===== config.mk =====
export PLATFORM = sky130hd
export DESIGN_NAME = jtframe_z80_romcache
export DESIGN_NICKNAME = d
export VERILOG_FILES = /design/src/rtl/jtframe_z80_romcache.sv
export SDC_FILE = /design/constraint.sdc
export NUM_CORES = 1
export LEC_CHECK = 0
export ABC_AREA = 1
export CORE_MARGIN = 2
export CORE_UTILIZATION = 35
export DETAILED_ROUTE_END_ITERATION = 8
export HOLD_SLACK_MARGIN = 0.05
export SLEW_MARGIN = 15
export SYNTH_ARGS = -nofsm -noshare
export SYNTH_HDL_FRONTEND = slang
export SYNTH_SLANG_ARGS = --single-unit

===== constraint.sdc =====
create_clock -name clk -period 3.59 [get_ports clk]
set_input_delay 0.8975 -clock clk [delete_from_list [all_inputs] [get_ports clk]]
set_output_delay 0.8975 -clock clk [all_outputs]
set_load 0.02 [all_outputs]

===== src/rtl/jtframe_z80_romcache.sv =====
// rtl/jtframe_z80_romcache.sv - direct-mapped 16-bit-line ROM cache between Z80 fetch port and SDRAM slot
// Optional hit/miss statistics counters enabled by defining JTFRAME_ROMCACHE_STATS_EN.
module jtframe_z80_romcache #(
    parameter int AW    = 15,
    parameter int IDX_W = 6
) (
    input  logic          clk,
    input  logic          rst_n,
    input  logic [AW-1:0] addr,
    input  logic          rom_cs,
    output logic          rom_ok,
    output logic [7:0]    rom_dout,
    input  logic          flush,
    output logic [AW-2:0] sdram_addr,
    output logic          sdram_cs,
    input  logic          sdram_ok,
    input  logic [15:0]   sdram_data,
    output logic [15:0]   hit_cnt,
    output logic [15:0]   miss_cnt
);
    localparam int LINES = 1 << IDX_W;
    localparam int TW    = AW - 1 - IDX_W;

    localparam logic [1:0] ST_IDLE   = 2'd0;
    localparam logic [1:0] ST_LOOKUP = 2'd1;
    localparam logic [1:0] ST_FILL   = 2'd2;

    logic [1:0]       state_q, state_d;
    logic [AW-1:0]    addr_l_q, addr_l_d;
    logic             ok_r_q, ok_r_d;
    logic [7:0]       dout_q, dout_d;
    logic             sdram_cs_q, sdram_cs_d;
    logic [AW-2:0]    sdram_addr_q, sdram_addr_d;
    logic [LINES-1:0] valid_q, valid_d;
    logic             kill_q, kill_d;

    logic [TW-1:0]    tag_mem  [LINES];
    logic [15:0]      data_mem [LINES];

    logic [IDX_W-1:0] idx;
    logic [TW-1:0]    ltag;
    logic             addr_match, hit, wr_en, lookup_hit, lookup_miss;
    logic [15:0]      line_word;

    assign idx        = addr_l_q[IDX_W:1];
    assign ltag       = addr_l_q[AW-1:IDX_W+1];
    assign addr_match = (addr == addr_l_q);
    assign line_word  = data_mem[idx];
    assign hit        = valid_q[idx] && (tag_mem[idx] == ltag);

    // The registered flag is only honoured while the CPU still asks for the same byte.
    assign rom_ok     = ok_r_q & rom_cs & addr_match;
    assign rom_dout   = dout_q;
    assign sdram_cs   = sdram_cs_q;
    assign sdram_addr = sdram_addr_q;

    always_comb begin
        state_d      = state_q;
        addr_l_d     = addr_l_q;
        ok_r_d       = ok_r_q & rom_cs & addr_match;
        dout_d       = dout_q;
        sdram_cs_d   = sdram_cs_q;
        sdram_addr_d = sdram_addr_q;
        valid_d      = valid_q;
        kill_d       = kill_q;
        wr_en        = 1'b0;
        lookup_hit   = 1'b0;
        lookup_miss  = 1'b0;
        case (state_q)
            ST_IDLE: begin
                if (rom_cs && !rom_ok) begin
                    addr_l_d = addr;
                    ok_r_d   = 1'b0;
                    state_d  = ST_LOOKUP;
                end
            end
            ST_LOOKUP: begin
                if (hit && !flush) begin
                    ok_r_d     = 1'b1;
                    dout_d     = addr_l_q[0] ? line_word[15:8] : line_word[7:0];
                    lookup_hit = 1'b1;
                    state_d    = ST_IDLE;
                end else begin
                    sdram_addr_d = addr_l_q[AW-1:1];
                    sdram_cs_d   = 1'b1;
                    kill_d       = 1'b0;
                    lookup_miss  = 1'b1;
                    state_d      = ST_FILL;
                end
            end
            ST_FILL: begin
                if (flush) kill_d = 1'b1;
                if (sdram_ok) begin
                    sdram_cs_d = 1'b0;
                    kill_d     = 1'b0;
                    state_d    = ST_IDLE;
                    // A flush seen at any point of the fill makes the returning word stale.
                    if (!kill_q && !flush) begin
                        wr_en        = 1'b1;
                        valid_d[idx] = 1'b1;
                        ok_r_d       = 1'b1;
                        dout_d       = addr_l_q[0] ? sdram_data[15:8] : sdram_data[7:0];
                    end
                end
            end
            default: state_d = ST_IDLE;
        endcase
        if (flush) valid_d = '0;
    end

    always_ff @(posedge clk or negedge rst_n) begin
        if (!rst_n) begin
            state_q      <= ST_IDLE;
            addr_l_q     <= '0;
            ok_r_q       <= 1'b0;
            dout_q       <= 8'd0;
            sdram_cs_q   <= 1'b0;
            sdram_addr_q <= '0;
            valid_q      <= '0;
            kill_q       <= 1'b0;
        end else begin
            state_q      <= state_d;
            addr_l_q     <= addr_l_d;
            ok_r_q       <= ok_r_d;
            dout_q       <= dout_d;
            sdram_cs_q   <= sdram_cs_d;
            sdram_addr_q <= sdram_addr_d;
            valid_q      <= valid_d;
            kill_q       <= kill_d;
        end
    end

    always_ff @(posedge clk) begin
        if (wr_en) begin
            tag_mem[idx]  <= ltag;
            data_mem[idx] <= sdram_data;
        end
    end

`ifdef JTFRAME_ROMCACHE_STATS_EN
    logic [15:0] hit_cnt_q, hit_cnt_d, miss_cnt_q, miss_cnt_d;

    always_comb begin
        hit_cnt_d  = hit_cnt_q;
        miss_cnt_d = miss_cnt_q;
        if (flush) begin
            hit_cnt_d  = 16'd0;
            miss_cnt_d = 16'd0;
        end else begin
            if (lookup_hit && hit_cnt_q != 16'hFFFF)   hit_cnt_d  = hit_cnt_q + 16'd1;
            if (lookup_miss && miss_cnt_q != 16'hFFFF) miss_cnt_d = miss_cnt_q + 16'd1;
        end
    end

    always_ff @(posedge clk or negedge rst_n) begin
        if (!rst_n) begin
            hit_cnt_q  <= 16'd0;
            miss_cnt_q <= 16'd0;
        end else begin
            hit_cnt_q  <= hit_cnt_d;
            miss_cnt_q <= miss_cnt_d;
        end
    end

    assign hit_cnt  = hit_cnt_q;
    assign miss_cnt = miss_cnt_q;
`else
    logic unused_stats;
    assign unused_stats = lookup_hit | lookup_miss;
    assign hit_cnt  = 16'd0;
    assign miss_cnt = 16'd0;
`endif

endmodule


==> metrics <==
status=finished clean; vias in the first global route=39800; GRT Max-Usage Layer=met2; #FFs+latches synth=1642; clock-pin slew on the worst setup and hold paths=0.06 ns; Design Area, Final=76500 um2; Min-Delay Path Class=input port to asynchronous set/reset pin; predominant post-synthesis flop cell=edfxtp_1; cell area after synthesis=65100 um2; met1 GRT Util=0.274; DP Area=71300 um2; Buf/Inv on CP=3; Yosys top cell area share=0.709; per-cell routed wire length=23.6 um; Leak=28.2 nW; maximum clock rate=283 MHz; Core Region=185000 um2; Root Buffer=clkbuf_16; Post-CTS Hold Buffers=0; crit path kind=flop to flop; 1st-iter DRT viols=5012; clock sinks=1642; CTS tree=done; total number of yosys warnings=0; DRT Pass-1 Iters=6; Clock H-tree levels=4; die width=435 um; post-route ant nets=0; Worst Setup Start Kind=flop; number of synthesized flops with an enable pin=1536; Worst path max stage delay=0.85 ns; Final Slew Violations=0; register area share after synthesis=0.749; RePlAce Congestion=0.874; Layout area overhead=17.6%; Worst path most repeated cell=nand2_1; DR vias=42200; first-pass GRT wire length=276000 um; Worst Tran Pin Value=1.11 ns; Max Cap Viol=0; final wirelength=192000 um; TritonCTS buffer count=165; DR DRC count=0; worst-path fanout max=16; Critical Path RT=4.34 ns; worst path arrival time=4.28 ns; Top delay family on crit path=simple AND/OR/NAND/NOR gates; Critical-path top delay cell=nor2_4; crit-path cells=buf_12, nor2_4, buf_4, nand2_1, nand2_1, a221oi_1, nand3_1, nand2_1, nand2_1, nor2_1, nand3_1, nand3_1, nand2_1, buf_12, nand3_1, nand2_1; post-route insts no fill=8161; top cells by area, synth=edfxtp_1 71%, nand2_1 9.7%, dfrtp_1 4.1%; Fin. Hold Viols=0; Die H=435 um; Distinct cells, synth=45; Design Power=0.0567 W; fin crit period=3.53 ns; Clock Skews=0.0439 ns; Final WS setup=0.0598 ns; max_slew headroom=0.260; path depth of the worst reg2reg path=16; Initial Util=0.352; initial antenna violation count=9; critical path depth in cells=16; clk buf depth=3; share of layout cells above drive strength 1=0.127; Post-DP HPWL=115000 um; Synth area leader=edfxtp_1; routed vias/inst=5.17; Clock Latency Late Sink=0.81 ns; grt ovf=0; gr usage total=0.198; RSZ-0062 raised after global routing=no; IO Port Bufs=59; routing usage on met3=0.0319; crit share post-route=0.983; Setup crit end kind=flop; fraction of registers with async set/reset=0.0646; row count=158; Util after Layout=0.414; Syn Inst Count=5238; Ports=92; Layout Nets=5593; Die ar.=189000 um2; pin count of the biggest net entering global routing=104; Post-Place Setup Slack=-0.153 ns; final setup vio count=0; dpl cells=7860; pwr dens=741 nW/um2; Syn Area/Cell=12.4 um2; VDD IR max=0.000575 V; M2 GR Usage=0.316
path summary, 6_finish.rpt:
kind	start	endpoint	slack, ns
worst max-delay path	addr_l_q[1]	rom_dout[4]	0.06
max in group asynchronous	rst_n	valid_q[3]	2.69
worst min-delay path	rst_n	addr_l_q[14]	0.1
min in group clk	sdram_data[14]	data_mem[47][14]	0.46
worst max register to register	addr_l_q[1]	rom_dout[4]	0.06
worst min register to register	sdram_cs	sdram_cs	0.49
Yosys cell counts, drive strengths merged (77+ instances only):
cell type,number
o21ai,207
dfrtp,106
a221oi,77
nand4,82
nor2,276
nand2,1688
nand3,214
a22oi,105
edfxtp,1536
inv,372
clkbuf,82
buf,212
stage by stage:
stage | hold WS [ns] | TNS, ns
6_report | 0.0993 | 0
5_1_grt | 0.132 | 0
4_1_cts | 0.0767 | 0
3_5_place_dp | 0.478 | -0.153
3_3_place_gp | 0.475 | -0.259
2_1_floorplan | 0.478 | 0
flip-flops by register name (all words and copies together) (netlist names), 2 cells and up:
signal and flops:
data_mem 1024, rom_dout 8, state_q 2, addr_l_q 15, tag_mem 512, valid_q 64, sdram_addr 14
cell type report:
class / count / area, um2
Clock inverter: 87 / 766
Inverter: 376 / 1440
Antenna cell: 2 / 5.00
Multi-Input combinational cell: 2957 / 13800
Fill cell: 17000 / 109000
Clock buffer: 206 / 4350
Tap cell: 2480 / 3100
Timing Repair Buffer: 410 / 4280
Sequential cell: 1642 / 48800
Timing Repair inverter: 1 / 8.76
per-layer routing:
metal	vias to the layer above	routed length (um)
li1	18900	-
met1	21100	80500
met2	1865	89400
met3	338	15600
met4	4	6770
met5	-	22
worst register-to-register path: cells and delay by family, from the launching register on:
family | cells | cell delay (ns)
buf+inv | 3 | 0.80
flops | 1 | 0.57
compound gates | 1 | 0.06
simple gates | 12 | 2.03
what timing repair did:
| action | in CTS | in global routing |
|---|---|---|
| cloned | 1 | 2 |
| gates resized for setup | 13 | 12 |
| setup endpoints to repair | 1 | 23 |
| pin swaps | 0 | 1 |
| setup buffers | 2 | 1 |
cell families (layout without fill, tap and decap cells):
group / after synthesis / after routing / synth area share
and+or+nand+nor: 2308 / 2308 / 0.143
DFF: 1642 / 1642 / 0.749
buffers and inverters: 670 / 1080 / 0.0452
AOI/OAI and AO/OA: 609 / 609 / 0.0608
adders and majority gates: 4 / 4 / 0.000769
xor gates and xnor gates: 4 / 4 / 0.000538
other: 1 / 34 / 0.0000576
layout by cell type (no fill, tap or decap), types with 16 or more instances in the layout:
| master | instances |
|---|---|
| a21oi_1 | 72 |
| a221oi_1 | 77 |
| a22o_1 | 30 |
| a22oi_1 | 105 |
| buf_12 | 85 |
| buf_2 | 18 |
| buf_4 | 260 |
| clkbuf_1 | 38 |
| clkbuf_16 | 170 |
| clkdlybuf4s50_1 | 40 |
| clkinv_1 | 38 |
| clkinv_2 | 30 |
| conb_1 | 32 |
| dfrtp_1 | 95 |
| edfxtp_1 | 1536 |
| inv_1 | 365 |
| nand2_1 | 1685 |
| nand3_1 | 214 |
| nand4_1 | 82 |
| nor2_1 | 197 |
| nor2_2 | 63 |
| nor2_4 | 16 |
| o2111ai_1 | 20 |
| o211ai_1 | 19 |
| o21ai_0 | 133 |
| o21ai_1 | 70 |
| o22ai_1 | 64 |
| or2_2 | 19 |
power breakdown:
| group | leakage, nW | switching [W] | internal (W) | total (W) |
|---|---|---|---|---|
| combinational | 10.4 | 0.0123 | 0.00541 | 0.0177 |
| clock | 2.51 | 0.00726 | 0.00937 | 0.0166 |
| sequential | 15.2 | 0.000263 | 0.0221 | 0.0224 |
(Power assumes the default switching activity.)
